===== src/rtl/retospect_bs_loader.sv =====
// retospect_bs_loader
//   Feeds the neurochip configuration shift chain. Config bytes arrive on a
//   valid/ready stream and are shifted out LSB-first on cfg_bs_o while
//   cfg_en_o is held high for exactly CHAIN_LEN contiguous cycles. The bits
//   returning from the chain end (cfg_ret_i) are folded into a CRC-16-CCITT
//   and compared against the transmit CRC of the previous load. A completed
//   load is followed by a one-cycle neuron init pulse and a one-cycle done.
//
// Ports
//   clk, reset        clock, synchronous active-high reset
//   start_i           begin a load (honoured in IDLE or ERR)
//   in_data_i/in_valid_i/in_ready_o   config byte stream, bit0 first
//   cfg_en_o/cfg_bs_o chain shift enable / serial data
//   cfg_ret_i         chain serial return (combinational from last chain bit)
//   nn_pulse_o        neuron init pulse, 1 cycle after the last bit
//   busy_o            high outside IDLE/ERR
//   done_o            1-cycle pulse, load completed
//   err_underrun_o    a byte was not available when the shifter needed it
//   crc_rx_o          CRC of the bits returned during the last completed load
//   crc_valid_o       a previous completed load exists
//   crc_match_o       crc_rx_o equals the transmit CRC of the load before it
//
// States
//   S_IDLE  | waiting for start
//   S_FILL  | waiting for the first byte of the load
//   S_SHIFT | shifting one chain bit per cycle
//   S_NNP   | neuron init pulse, CRC results latched
//   S_DONE  | done pulse, crc_valid set
//   S_ERR   | byte underrun; waits for start

module retospect_bs_loader #(
  parameter int          CHAIN_LEN = 998,
  parameter logic [15:0] CRC_INIT  = 16'hFFFF
) (
  input  logic        clk,
  input  logic        reset,
  input  logic        start_i,
  input  logic [7:0]  in_data_i,
  input  logic        in_valid_i,
  output logic        in_ready_o,
  output logic        cfg_en_o,
  output logic        cfg_bs_o,
  input  logic        cfg_ret_i,
  output logic        nn_pulse_o,
  output logic        busy_o,
  output logic        done_o,
  output logic        err_underrun_o,
  output logic [15:0] crc_rx_o,
  output logic        crc_valid_o,
  output logic        crc_match_o
);

  localparam int NBYTES = (CHAIN_LEN + 7) / 8;
  localparam int BW     = (CHAIN_LEN > 1) ? $clog2(CHAIN_LEN) : 1;
  localparam int CW     = $clog2(NBYTES + 1);

  localparam logic [BW-1:0] LAST_BIT = BW'(CHAIN_LEN - 1);
  localparam logic [CW-1:0] NBYTES_C = CW'(NBYTES);

  typedef enum logic [2:0] {
    S_IDLE,
    S_FILL,
    S_SHIFT,
    S_NNP,
    S_DONE,
    S_ERR
  } state_t;

  state_t        state_q, state_d;
  logic [7:0]    sh_q, sh_d;
  logic [2:0]    sh_cnt_q, sh_cnt_d;
  logic [7:0]    hold_q, hold_d;
  logic          hold_vld_q, hold_vld_d;
  logic [BW-1:0] bit_cnt_q, bit_cnt_d;
  logic [CW-1:0] byte_cnt_q, byte_cnt_d;
  logic [15:0]   crc_tx_q, crc_tx_d;
  logic [15:0]   crc_acc_q, crc_acc_d;
  logic [15:0]   crc_prev_q, crc_prev_d;
  logic [15:0]   crc_rx_q, crc_rx_d;
  logic          crc_valid_q, crc_valid_d;
  logic          crc_match_q, crc_match_d;
  logic          accept;

  function automatic logic [15:0] crc_step(input logic [15:0] c, input logic b);
    crc_step = {c[14:0], 1'b0} ^ ((c[15] ^ b) ? 16'h1021 : 16'h0000);
  endfunction

  always_ff @(posedge clk) begin
    if (reset) begin
      state_q     <= S_IDLE;
      sh_q        <= '0;
      sh_cnt_q    <= '0;
      hold_q      <= '0;
      hold_vld_q  <= 1'b0;
      bit_cnt_q   <= '0;
      byte_cnt_q  <= '0;
      crc_tx_q    <= CRC_INIT;
      crc_acc_q   <= CRC_INIT;
      crc_prev_q  <= CRC_INIT;
      crc_rx_q    <= CRC_INIT;
      crc_valid_q <= 1'b0;
      crc_match_q <= 1'b0;
    end else begin
      state_q     <= state_d;
      sh_q        <= sh_d;
      sh_cnt_q    <= sh_cnt_d;
      hold_q      <= hold_d;
      hold_vld_q  <= hold_vld_d;
      bit_cnt_q   <= bit_cnt_d;
      byte_cnt_q  <= byte_cnt_d;
      crc_tx_q    <= crc_tx_d;
      crc_acc_q   <= crc_acc_d;
      crc_prev_q  <= crc_prev_d;
      crc_rx_q    <= crc_rx_d;
      crc_valid_q <= crc_valid_d;
      crc_match_q <= crc_match_d;
    end
  end

  always_comb begin
    state_d     = state_q;
    sh_d        = sh_q;
    sh_cnt_d    = sh_cnt_q;
    hold_d      = hold_q;
    hold_vld_d  = hold_vld_q;
    bit_cnt_d   = bit_cnt_q;
    byte_cnt_d  = byte_cnt_q;
    crc_tx_d    = crc_tx_q;
    crc_acc_d   = crc_acc_q;
    crc_prev_d  = crc_prev_q;
    crc_rx_d    = crc_rx_q;
    crc_valid_d = crc_valid_q;
    crc_match_d = crc_match_q;
    cfg_en_o    = 1'b0;
    cfg_bs_o    = 1'b0;
    nn_pulse_o  = 1'b0;
    done_o      = 1'b0;

    // Stop requesting once every byte the chain needs has been taken.
    in_ready_o = ((state_q == S_FILL) || (state_q == S_SHIFT)) &&
                 !hold_vld_q && (byte_cnt_q != NBYTES_C);
    accept     = in_valid_i && in_ready_o;

    case (state_q)
      S_IDLE, S_ERR: begin
        if (start_i) begin
          state_d    = S_FILL;
          crc_tx_d   = CRC_INIT;
          crc_acc_d  = CRC_INIT;
          bit_cnt_d  = '0;
          byte_cnt_d = '0;
          sh_cnt_d   = '0;
          hold_vld_d = 1'b0;
        end
      end
      S_FILL: begin
        if (accept) begin
          sh_d       = in_data_i;
          sh_cnt_d   = '0;
          byte_cnt_d = CW'(1);
          state_d    = S_SHIFT;
        end
      end
      S_SHIFT: begin
        cfg_en_o  = 1'b1;
        cfg_bs_o  = sh_q[0];
        crc_tx_d  = crc_step(crc_tx_q, sh_q[0]);
        crc_acc_d = crc_step(crc_acc_q, cfg_ret_i);
        if (accept) begin
          hold_d     = in_data_i;
          hold_vld_d = 1'b1;
          byte_cnt_d = byte_cnt_q + CW'(1);
        end
        if (bit_cnt_q == LAST_BIT) begin
          // Unused high bits of the final byte are simply never shifted.
          state_d    = S_NNP;
          hold_vld_d = 1'b0;
        end else begin
          bit_cnt_d = bit_cnt_q + BW'(1);
          if (sh_cnt_q == 3'd7) begin
            // accept can only coincide with an empty hold, so the reload
            // below never races a fresh write into hold.
            if (hold_vld_q) begin
              sh_d       = hold_q;
              sh_cnt_d   = '0;
              hold_vld_d = 1'b0;
            end else begin
              state_d    = S_ERR;
              hold_vld_d = 1'b0;
            end
          end else begin
            sh_d     = {1'b0, sh_q[7:1]};
            sh_cnt_d = sh_cnt_q + 3'd1;
          end
        end
      end
      S_NNP: begin
        nn_pulse_o  = 1'b1;
        crc_rx_d    = crc_acc_q;
        crc_match_d = crc_valid_q && (crc_acc_q == crc_prev_q);
        crc_prev_d  = crc_tx_q;
        state_d     = S_DONE;
      end
      S_DONE: begin
        done_o      = 1'b1;
        crc_valid_d = 1'b1;
        state_d     = S_IDLE;
      end
      default: state_d = S_IDLE;
    endcase
  end

  assign busy_o         = (state_q != S_IDLE) && (state_q != S_ERR);
  assign err_underrun_o = (state_q == S_ERR);
  assign crc_rx_o       = crc_rx_q;
  assign crc_valid_o    = crc_valid_q;
  assign crc_match_o    = crc_match_q;

endmodule


===== config.mk =====
export PLATFORM = sky130hd
export DESIGN_NAME = retospect_bs_loader
export DESIGN_NICKNAME = d
export VERILOG_FILES = /design/src/rtl/retospect_bs_loader.sv
export SDC_FILE = /design/constraint.sdc
export NUM_CORES = 1
export LEC_CHECK = 0
export ABC_AREA = 1
export CELL_PAD_IN_SITES_DETAIL_PLACEMENT = 1
export CELL_PAD_IN_SITES_GLOBAL_PLACEMENT = 2
export CORE_ASPECT_RATIO = 0.6
export CORE_MARGIN = 10
export CORE_UTILIZATION = 33
export DETAILED_ROUTE_END_ITERATION = 16
export GPL_TIMING_DRIVEN = 0
export PLACE_DENSITY = 0.77
export SYNTH_ARGS = -nofsm -noshare
export SYNTH_HDL_FRONTEND = slang
export SYNTH_SLANG_ARGS = --single-unit

===== constraint.sdc =====
create_clock -name clk -period 2 [get_ports clk]
set_input_delay 0.4 -clock clk [delete_from_list [all_inputs] [get_ports clk]]
set_output_delay 0.4 -clock clk [all_outputs]
set_load 0.02 [all_outputs]

======== Word level (Yosys, flattened, before mapping) ========
Cells that the tools add are included.
storage, ports and cells
  flip-flop bits (word level) ............. 106
  latch bits .............................. 0
  RAM bits ................................ 0
  ROM bits ................................ 0
  input port bits ......................... 13
  output and inout bits ................... 25
  word-level logic and storage cells ...... 97
  memories ................................ 0
cells by class
  $add $sub $neg .......................... 3
  multipliers ............................. 0
  divide/modulo/power cells ............... 0
  magnitude comparators ................... 0
  equal/unequal tests ..................... 18
  shift-type cells ........................ 0
  mux-type cells .......................... 38
  bitwise logic cells ..................... 4
  reduce and logical (&&, ||, !) cells .... 21
operators by type and width
  cell                                           number
  one-hot mux 16 bit (2 select lines)            2
  2-to-1 mux 8 bit                               4
  XOR 16 x 13 -> 16 bit                          2
  2-to-1 mux 3 bit                               10
  2-to-1 mux 13 bit                              2
  2-to-1 mux 7 bit                               3
  one-hot mux 7 bit (3 select lines)             1
  2-to-1 mux 10 bit                              2
  one-hot mux 10 bit (2 select lines)            1
  == test 16 bit                                 1
  2-to-1 mux 16 bit                              1
  one-hot mux 8 bit (2 select lines)             1
  one-hot mux 3 bit (4 select lines)             1
  AND reduction 4 bit                            3
  adder 10 x 1 -> 10 bit, second input constant  1
  == test 10 bit, second input constant          1
  == test 3 bit, second input constant           3
  one-hot mux 3 bit (3 select lines)             1
  2-to-1 mux 1 bit                               8
  != test 2 bit, second input constant           4
  adder 7 x 1 -> 7 bit, second input constant    1
  != test 7 bit, second input constant           1
  == test 3 x 2 -> 1 bit, second input constant  2
  != test 3 bit, second input constant           2
  17 further kinds                               26

======== Logic depth before layout (Yosys ltp) ========
Gate-level depths: netlist (run 1).
  word-level depth ........................ 9
  mapped depth ............................ 12
  depth with buffers taken out ............ 11

======== Worst setup path before layout (run 1) ========
No wires, ideal clock.
  kind .................................... register to output
  start point ............................. reg state_q[2]
  end point ............................... out cfg_bs_o
  data arrival time ....................... 1.209 ns
  required time ........................... 1.600 ns
  slack ................................... 0.391 ns
  cell stages (with the launch flop) ...... 6
  buffers on the path ..................... 2
  cells stage by stage .................... dfxtp_1 nor2_1 nand2_1 buf_4 clkbuf_1 nor2_1
between the ends
  cells in the longest elaborated chain, start to end .. 2
RTL lines
  item                      line  text
  start: declaration        69    state_t state_q, state_d;
  start signal: assignment  104   state_q <= state_d;
  == test 3 x 2 -> 1 bit    144   case (state_q)
  2-to-1 mux 1 bit          144
  end: declaration          42    output logic cfg_bs_o,
No other way between the ends.

======== Final worst setup path (run 1) ========
Ends and elaborated chain as after synthesis.

==> results.txt, run 1 <==
----------------------------------------------------
[Layout]
  Combined flip-flop and latch cell area ... 0.002128 mm²
  Layout overhead on the synthesized area ... 20.57%
  Fillers ... 1,748
  Final layout net count ... 730
  Area occupied by multi-input gates ... 0.002283 mm²
  Post-Layout Cell Count ... 907
  Post-route cell area ... 0.005779 mm²
  Antenna cells ... 0
  Proportion of layout cells with a drive suffix above 1 ... 0.09790

[Clock tree]
  Clock Tree Root ... sky130_fd_sc_hd__clkbuf_16
  Max Buffers Root-to-Sink ... 2
  Clock input transition at the sequential cells of the worst setup and hold paths ... 70 ps
  H-Tree Depth ... 3
  Clock tree from TritonCTS ... done
  Later-pin clock latency in the skew report ... 350 ps
  # clock sinks ... 106
  Number of buffers created by CTS ... 9

[Timing]
  Final hold violation count ... 0
  Final Slew Violations ... 0
  RSZ-0062 raised after global routing ... yes
  Crit path time final ... 1911 ps
  Slew at the pin closest to its max-slew limit ... 777.5 ps
  Share of the clock period used by the worst path ... 0.9554
  Slew HR ... 0.4817
  Finish-stage setup viols ... 0
  Min setup slack post-route ... 89.14 ps
  Achievable clock frequency ... 523.3 MHz
  Hold slack final ... 441.7 ps
  Clk_skew ... 9.357 ps

[Worst setup path]
  Worst r2r src ... state_q[0]
  Register-to-register path setup slack ... 160 ps
  Critical path data arrival time ... 1510 ps
  Type of element capturing the critical path ... output pin
  Req. time, crit path ... 1600 ps
  R2R cell count ... 7
  Type of the worst setup path ... reg2out
  Crit-path max FO ... 10
  Critical path launch point type ... flip-flop
  Worst r2r dst ... crc_acc_q[7]

[Logic synthesis]
  Mean instance size in the synthesized netlist ... 7.285 µm²
  Post-synth top area cell ... sky130_fd_sc_hd__dfxtp_1
  Number of unique standard cell types used by synthesis ... 37
  Mapped Cells ... 658
  Share of the synthesized area in the top cell type ... 0.4427
  Number of synthesized flops with an enable pin ... 0
  Mapped Nets ... 677
  Main combinational cell family by area after synthesis ... simple AND/OR/NAND/NOR gates
  Yosys warns ... 0
  Area share of fa/ha/maj cells after synthesis ... 0.01566
  Share of the synthesized area in compound gates (AO/OA/AOI/OAI) ... 0.1540
  Top area cells in the synthesized netlist ... sky130_fd_sc_hd__dfxtp_1 (44%), sky130_fd_sc_hd__nand2_1 (15%), sky130_fd_sc_hd__o211ai_1 (6.3%)
  Post-Synth Simple-Gate Area ... 0.2877
  Proportion of synthesized flip-flops having asynchronous set or reset ... 0
  Most used flip-flop cell after synthesis ... sky130_fd_sc_hd__dfxtp_1
  XOR/XNOR share of the synthesized area ... 0.01644
  Netlist area before placement ... 0.004793 mm²
  Mux share of post-synthesis cell area ... 0
  Count of state elements after synthesis ... 106
  Fraction of the yosys area taken by sequential cells ... 0.4427

[Detailed routing]
  Top layer in use ... met4
  DRC marker count from the first detailed-route iteration ... 251
  Number of vias after detailed routing ... 4,568
  Count of TritonRoute iterations in the first routing pass ... 5
  Met3 WL ... 713 µm
  Mean routed wirelength per cell ... 17.09 µm
  Met1 WL ... 8.704 mm
  Vias per cell ... 5.036
  Detailed-route DRC error count ... 0
  Post-DRT Antenna Nets ... 0
  Met2 layer wire length in the routed design ... 5.944 mm
  Post-detailed-routing wire length ... 15.50 mm

[Pwr]
  Cell Pwr Density ... 1590 mW/mm²
  Peak supply drop ... 582.9 µV
  Leakage dissipation ... 2.596 nW

[Global routing]
  Global router's overall resource usage ... 0.1569
  Total gr overflow ... 0
  Via count of the first global-routing pass ... 4,567
  Maximum number of pins on one net before global-route repair ... 20
  Antenna violations before repair ... 0
  First-pass GRT wire length ... 25.13 mm

[Placement]
  Cell count after placement ... 886
  Cell area after placement ... 0.005394 mm²
  Dpl ws ... -494.1 ps
  Number of buffers inserted by port buffering ... 36
  Routability-driven placement congestion ratio ... 0.8141
  DPL Wire Length ... 12.07 mm

[Min path]
  Worst Hold Endpoint ... sh_q[7]
  Depth of the worst hold-timing path ... 2
  Worst Min Path Start ... reset
  Kind of path behind the tightest hold check ... in2reg

[Floorplanning]
  Starting Density ... 0.3445
  Die area ... 0.01990 mm²
  Placeable core region ... 0.01391 mm²
  Chip width ... 175.6 µm
  Overall die height ... 113.4 µm
  Ports ... 38
  Rows ... 33

[Run status]
  Run status ... complete, no violations

[Flow run]
  Total of max-cap violations ... 0

----------------------------------------------------
## routing by layer
metal | vias to the layer above | global-route usage
met5 | - | 0
met4 | 0 | 0.03375
met3 | 11 | 0.03353
met2 | 79 | 0.2074
met1 | 2203 | 0.2459
li1 | 2275 | -
## Yosys cell counts, drive strengths merged, types with 2 or more instances
library cell	count
nand2	188
dfxtp	106
inv	65
nor2	49
o21ai	43
o211ai	40
nand3	39
a21oi	37
nand4	22
clkbuf	17
buf	16
ha	6
nor3	6
xor2	6
nor3b	3
xnor2	3
clkinv	2
o22ai	2
or2	2
## placed cells by master, fill, tap and decap left out, types with 3 or more instances in the layout
cell                              instances
sky130_fd_sc_hd__clkbuf_1                16
sky130_fd_sc_hd__o211ai_1                40
sky130_fd_sc_hd__ha_1                     6
sky130_fd_sc_hd__nor2_1                  45
sky130_fd_sc_hd__a21oi_1                 37
sky130_fd_sc_hd__nand3_2                  4
sky130_fd_sc_hd__nand4_1                 21
sky130_fd_sc_hd__inv_1                   58
sky130_fd_sc_hd__nand2_1                184
sky130_fd_sc_hd__dfxtp_2                  5
sky130_fd_sc_hd__o21ai_1                  4
sky130_fd_sc_hd__o21ai_0                 38
sky130_fd_sc_hd__nor3b_1                  3
sky130_fd_sc_hd__clkdlybuf4s50_1         29
sky130_fd_sc_hd__buf_2                   10
sky130_fd_sc_hd__xor2_1                   6
sky130_fd_sc_hd__xnor2_1                  3
sky130_fd_sc_hd__dlygate4sd2_1            4
sky130_fd_sc_hd__dfxtp_1                101
sky130_fd_sc_hd__clkbuf_16                9
sky130_fd_sc_hd__clkinv_4                 3
sky130_fd_sc_hd__nand2_2                  3
sky130_fd_sc_hd__buf_4                   11
sky130_fd_sc_hd__inv_2                    6
sky130_fd_sc_hd__nor3_1                   6
sky130_fd_sc_hd__nand3_1                 34
sky130_fd_sc_hd__nor2_4                   3
## where the power goes
part | switching [W] | internal [W] | total [W] | leakage [nW]
Combinational | 0.00284 | 0.00135 | 0.00418 | 1.58
Sequential | 0.000481 | 0.00270 | 0.00318 | 0.866
Clock | 0.000816 | 0.00100 | 0.00182 | 0.146
## timing repair
| action | 4_1_cts | 5_1_grt |
|---|---|---|
| resized for setup | 26 | 8 |
| pin swaps | 0 | 1 |
| hold buffers | 0 | 0 |
| setup endpoints to repair | 8 | 7 |
| setup buffers | 0 | 9 |
## logic make-up (layout without fill, tap and decap cells)
family                   Yosys count  after routing
AND/OR/NAND/NOR                  312            312
AO/OA/AOI/OAI                    125            125
flip-flops                       106            106
buffers and inverters            100            157
XOR/XNOR                           9              9
adder cells (fa/ha/maj)            6              6
## critical path, cell delays in order, from the launching register on
cell	delay, ps
sky130_fd_sc_hd__dfxtp_2	350
sky130_fd_sc_hd__nor2_2	120
sky130_fd_sc_hd__nand2_2	110
sky130_fd_sc_hd__buf_8	160
sky130_fd_sc_hd__clkbuf_8	170
sky130_fd_sc_hd__nor2_1	100
sky130_fd_sc_hd__buf_4	150
## worst max-delay path by stage
stage,from,end,slack (ps)
after CTS,state_q[0],cfg_bs_o,-50
after global placement,state_q[1],nn_pulse_o,-470
after detailed placement,state_q[1],nn_pulse_o,-490
after global routing,state_q[2],cfg_bs_o,-20
after floorplan,state_q[2],cfg_bs_o,390
final,state_q[2],cfg_bs_o,90
## metrics by stage
step	total power, W	setup TNS, ps	util
final	0.009187	0	0.4153
after detailed placement	0.007300	-3526	0.3876
after global routing	0.009948	-20.57	0.4153
after global placement	0.007173	-2123	0.3876
after floorplan	0.005846	0	-
after CTS	0.009132	-45.73	0.4090
## cell type report
class,count,area share
multi-input cells,452,0.3951
inverters,67,0.04481
repair buffers,45,0.07253
flip-flops and latches,106,0.3683
well taps,192,0.04157
clock buffers,11,0.04200
plain buffers,30,0.02663
clock inverters,4,0.009093
## state kept, by name, summed over array words and instances, names as in the netlist
| signal | cells |
|---|---|
| byte_cnt_q | 7 |
| bit_cnt_q | 10 |
| crc_acc_q | 16 |
| hold_q | 8 |
| hold_vld_q | 1 |
| sh_q | 8 |
| state_q | 3 |
| sh_cnt_q | 3 |
| crc_prev_q | 16 |
| crc_match_o | 1 |
| crc_tx_q | 16 |
| crc_valid_o | 1 |
| crc_rx_o | 16 |
(Power assumes the default switching activity.)
==> run 2, diff against run 1 <==
ABC_AREA = 0   (was 1)
CORE_UTILIZATION = 35   (was 33)
PLACE_DENSITY = 0.78   (was 0.77)
RECOVER_POWER = 50   (was default)
==> results.txt, run 2 <==
----------------------------------------------------
[Run status]
  Run status ... complete, no violations

[Placement]
  Number of buffers inserted by port buffering ... 37
  Routability-driven placement congestion ratio ... 0.8191
  Dpl ws ... -948.8 ps
  DPL Wire Length ... 11.17 mm
  Cell count after placement ... 796

[Clock tree]
  Max Buffers Root-to-Sink ... 2
  Later-pin clock latency in the skew report ... 350 ps
  Number of buffers created by CTS ... 9
  Clock input transition at the sequential cells of the worst setup and hold paths ... 80 ps
  H-Tree Depth ... 3
  Clock Tree Root ... sky130_fd_sc_hd__clkbuf_16
  Clock tree from TritonCTS ... done
  # clock sinks ... 106
  Post-cts hold buffer count ... 0

[Detailed routing]
  Vias per cell ... 5.224
  Detailed-route DRC error count ... 0
  Count of TritonRoute iterations in the first routing pass ... 4
  DRC marker count from the first detailed-route iteration ... 252
  Number of vias after detailed routing ... 4,346
  Post-DRT Antenna Nets ... 0
  Post-detailed-routing wire length ... 15.34 mm
  Mean routed wirelength per cell ... 18.43 µm

[Global routing]
  First-pass GRT wire length ... 24.09 mm
  Total gr overflow ... 0
  Global router's overall resource usage ... 0.1584
  Via count of the first global-routing pass ... 4,317
  Antenna violations before repair ... 0
  Maximum number of pins on one net before global-route repair ... 18

[Pwr]
  Cell Pwr Density ... 1237 mW/mm²
  Peak supply drop ... 399.7 µV
  Leakage dissipation ... 2.392 nW

[Floorplanning]
  Overall die height ... 111.0 µm
  Placeable core region ... 0.01358 mm²
  Starting Density ... 0.3556
  Ports ... 38
  Rows ... 33
  Chip width ... 171.7 µm
  Die area ... 0.01906 mm²

[Logic synthesis]
  Dominant cell by count in the synthesized netlist ... sky130_fd_sc_hd__nand2_1
  Number of unique standard cell types used by synthesis ... 57
  Mapped Cells ... 584
  Most used flip-flop cell after synthesis ... sky130_fd_sc_hd__dfxtp_1
  Mean instance size in the synthesized netlist ... 8.272 µm²
  Number of synthesized flops with an enable pin ... 0
  Fraction of the yosys area taken by sequential cells ... 0.4393
  Proportion of synthesized flip-flops having asynchronous set or reset ... 0
  Yosys warns ... 0
  Count of state elements after synthesis ... 106
  Mapped Nets ... 603
  Top cells by instance count after synthesis ... sky130_fd_sc_hd__nand2_1 (156), sky130_fd_sc_hd__dfxtp_1 (106), sky130_fd_sc_hd__nand3_1 (38)
  Netlist area before placement ... 0.004831 mm²
  Share of the synthesized area in the top cell type ... 0.4393
  Top area cells in the synthesized netlist ... sky130_fd_sc_hd__dfxtp_1 (44%), sky130_fd_sc_hd__nand2_1 (12%), sky130_fd_sc_hd__nand3b_1 (5.1%)
  Post-synth top area cell ... sky130_fd_sc_hd__dfxtp_1

[Worst setup path]
  Req. time, crit path ... 1600 ps
  Crit-path max FO ... 6
  Critical path launch point type ... flip-flop
  Critical path data arrival time ... 1570 ps
  Register-to-register path setup slack ... 50 ps
  Type of element capturing the critical path ... output pin
  Worst Setup SP ... state_q[2]
  Type of the worst setup path ... reg2out
  Worst r2r src ... byte_cnt_q[0]

[Timing]
  Share of the clock period used by the worst path ... 0.9832
  Crit path time final ... 1966 ps
  Slew HR ... 0.5465
  Final Slew Violations ... 0
  Final hold violation count ... 0
  RSZ-0062 raised after global routing ... yes
  Achievable clock frequency ... 508.5 MHz
  Min setup slack post-route ... 33.53 ps
  Hold slack final ... 457.7 ps
  Clk_skew ... 10.32 ps
  Slew at the pin closest to its max-slew limit ... 680.2 ps
  Finish-stage setup viols ... 0

[Min path]
  Kind of path behind the tightest hold check ... reg2reg
  Worst Min Path Start ... hold_q[7]

[Layout]
  Commonest cells after routing, fill and taps aside ... sky130_fd_sc_hd__nand2_1 (154), sky130_fd_sc_hd__dfxtp_1 (105), sky130_fd_sc_hd__nand3_1 (38)
  Most frequent standard cell in the layout excluding fill and tap cells ... sky130_fd_sc_hd__nand2_1
  Layout overhead on the synthesized area ... 23.60%
  Post-Layout Cell Count ... 832
  Proportion of layout cells with a drive suffix above 1 ... 0.1370
  Layout Utilization ... 0.4395
  Antenna cells ... 0
  Final layout net count ... 671

[Flow run]
  Total of max-cap violations ... 0

----------------------------------------------------
-- run 2: cell count changes in the layout (fill, tap and decap cells not counted), moves of 15 or more --
cell,change
sky130_fd_sc_hd__inv_1,-54
sky130_fd_sc_hd__nand2_1,-30
sky130_fd_sc_hd__o211ai_1,-38
sky130_fd_sc_hd__dlygate4sd3_1,+18
sky130_fd_sc_hd__o21ai_0,-17
sky130_fd_sc_hd__nand3b_1,+32
sky130_fd_sc_hd__nor2_1,-18
sky130_fd_sc_hd__nand4_1,-15
sky130_fd_sc_hd__clkdlybuf4s50_1,-17
-- run 2: final cells by class --
type / count / area, µm²
fillers: 1591 / 7614
multi-input cells: 437 / 2574
flip-flops and latches: 106 / 2123
repair buffers: 57 / 500.5
clock buffers: 12 / 256.5
well taps: 175 / 219.0
plain buffers: 35 / 211.5
clock inverters: 4 / 56.30
inverters: 6 / 30.03
-- run 2: path summary, 6_finish.rpt --
path	endpoint	cells past startpoint
worst max register to register	byte_cnt_q[1]	7
worst min register to register	hold_q[7]	2
worst min-delay path	hold_q[7]	2
worst max-delay path	cfg_bs_o	5
-- run 2: kinds of logic (layout without fill, tap and decap cells) --
group                    after synthesis  count (layout)  synth area share
multiplexers                          11              11           0.02305
adder cells (fa/ha/maj)                6               6           0.01554
XOR/XNOR                              31              31           0.05620
flip-flops                           106             106            0.4393
buffers and inverters                 42             114           0.04299
AO/OA/AOI/OAI                         80              81            0.1129
AND/OR/NAND/NOR                      308             308            0.3100
-- run 2: metrics by stage --
step | instance area (µm²) | total power, W | setup TNS, ps
2_1_floorplan | 4831 | 0.004473 | 0
3_3_place_gp | 5420 | 0.005238 | -26610
3_5_place_dp | 5420 | 0.005325 | -31930
4_1_cts | 5836 | 0.007290 | 0
5_1_grt | 5971 | 0.007860 | -128.8
6_report | 5971 | 0.007383 | 0
-- run 2: metal layers --
metal | GRT usage | up-vias | share of wire
met1 | 0.2364 | 2109 | 0.53
met4 | 0.03808 | 0 | 0.015
met5 | 0 | - | 0
met2 | 0.2237 | 96 | 0.40
met3 | 0.03165 | 19 | 0.051
li1 | - | 2122 | -
-- run 2: where the power goes --
group / internal, W / switching, W
logic: 0.00108 / 0.00163
clock network: 0.00105 / 0.000837
registers: 0.00245 / 0.000327
-- run 2: critical path, cell delays in order (launching register included) --
cell	delay, ps
sky130_fd_sc_hd__dfxtp_1	310
sky130_fd_sc_hd__buf_6	130
sky130_fd_sc_hd__or3b_4	440
sky130_fd_sc_hd__clkinv_4	90
sky130_fd_sc_hd__and2_4	140
sky130_fd_sc_hd__buf_6	110
-- run 2: what timing repair did --
action / CTS / global route
endpoints found under the hold margin: 0 / 0
cloned: 0 / 2
buffers inserted: 7 / 12
resized for setup: 46 / 19
setup endpoints to repair: 62 / 60
pin swaps: 3 / 12
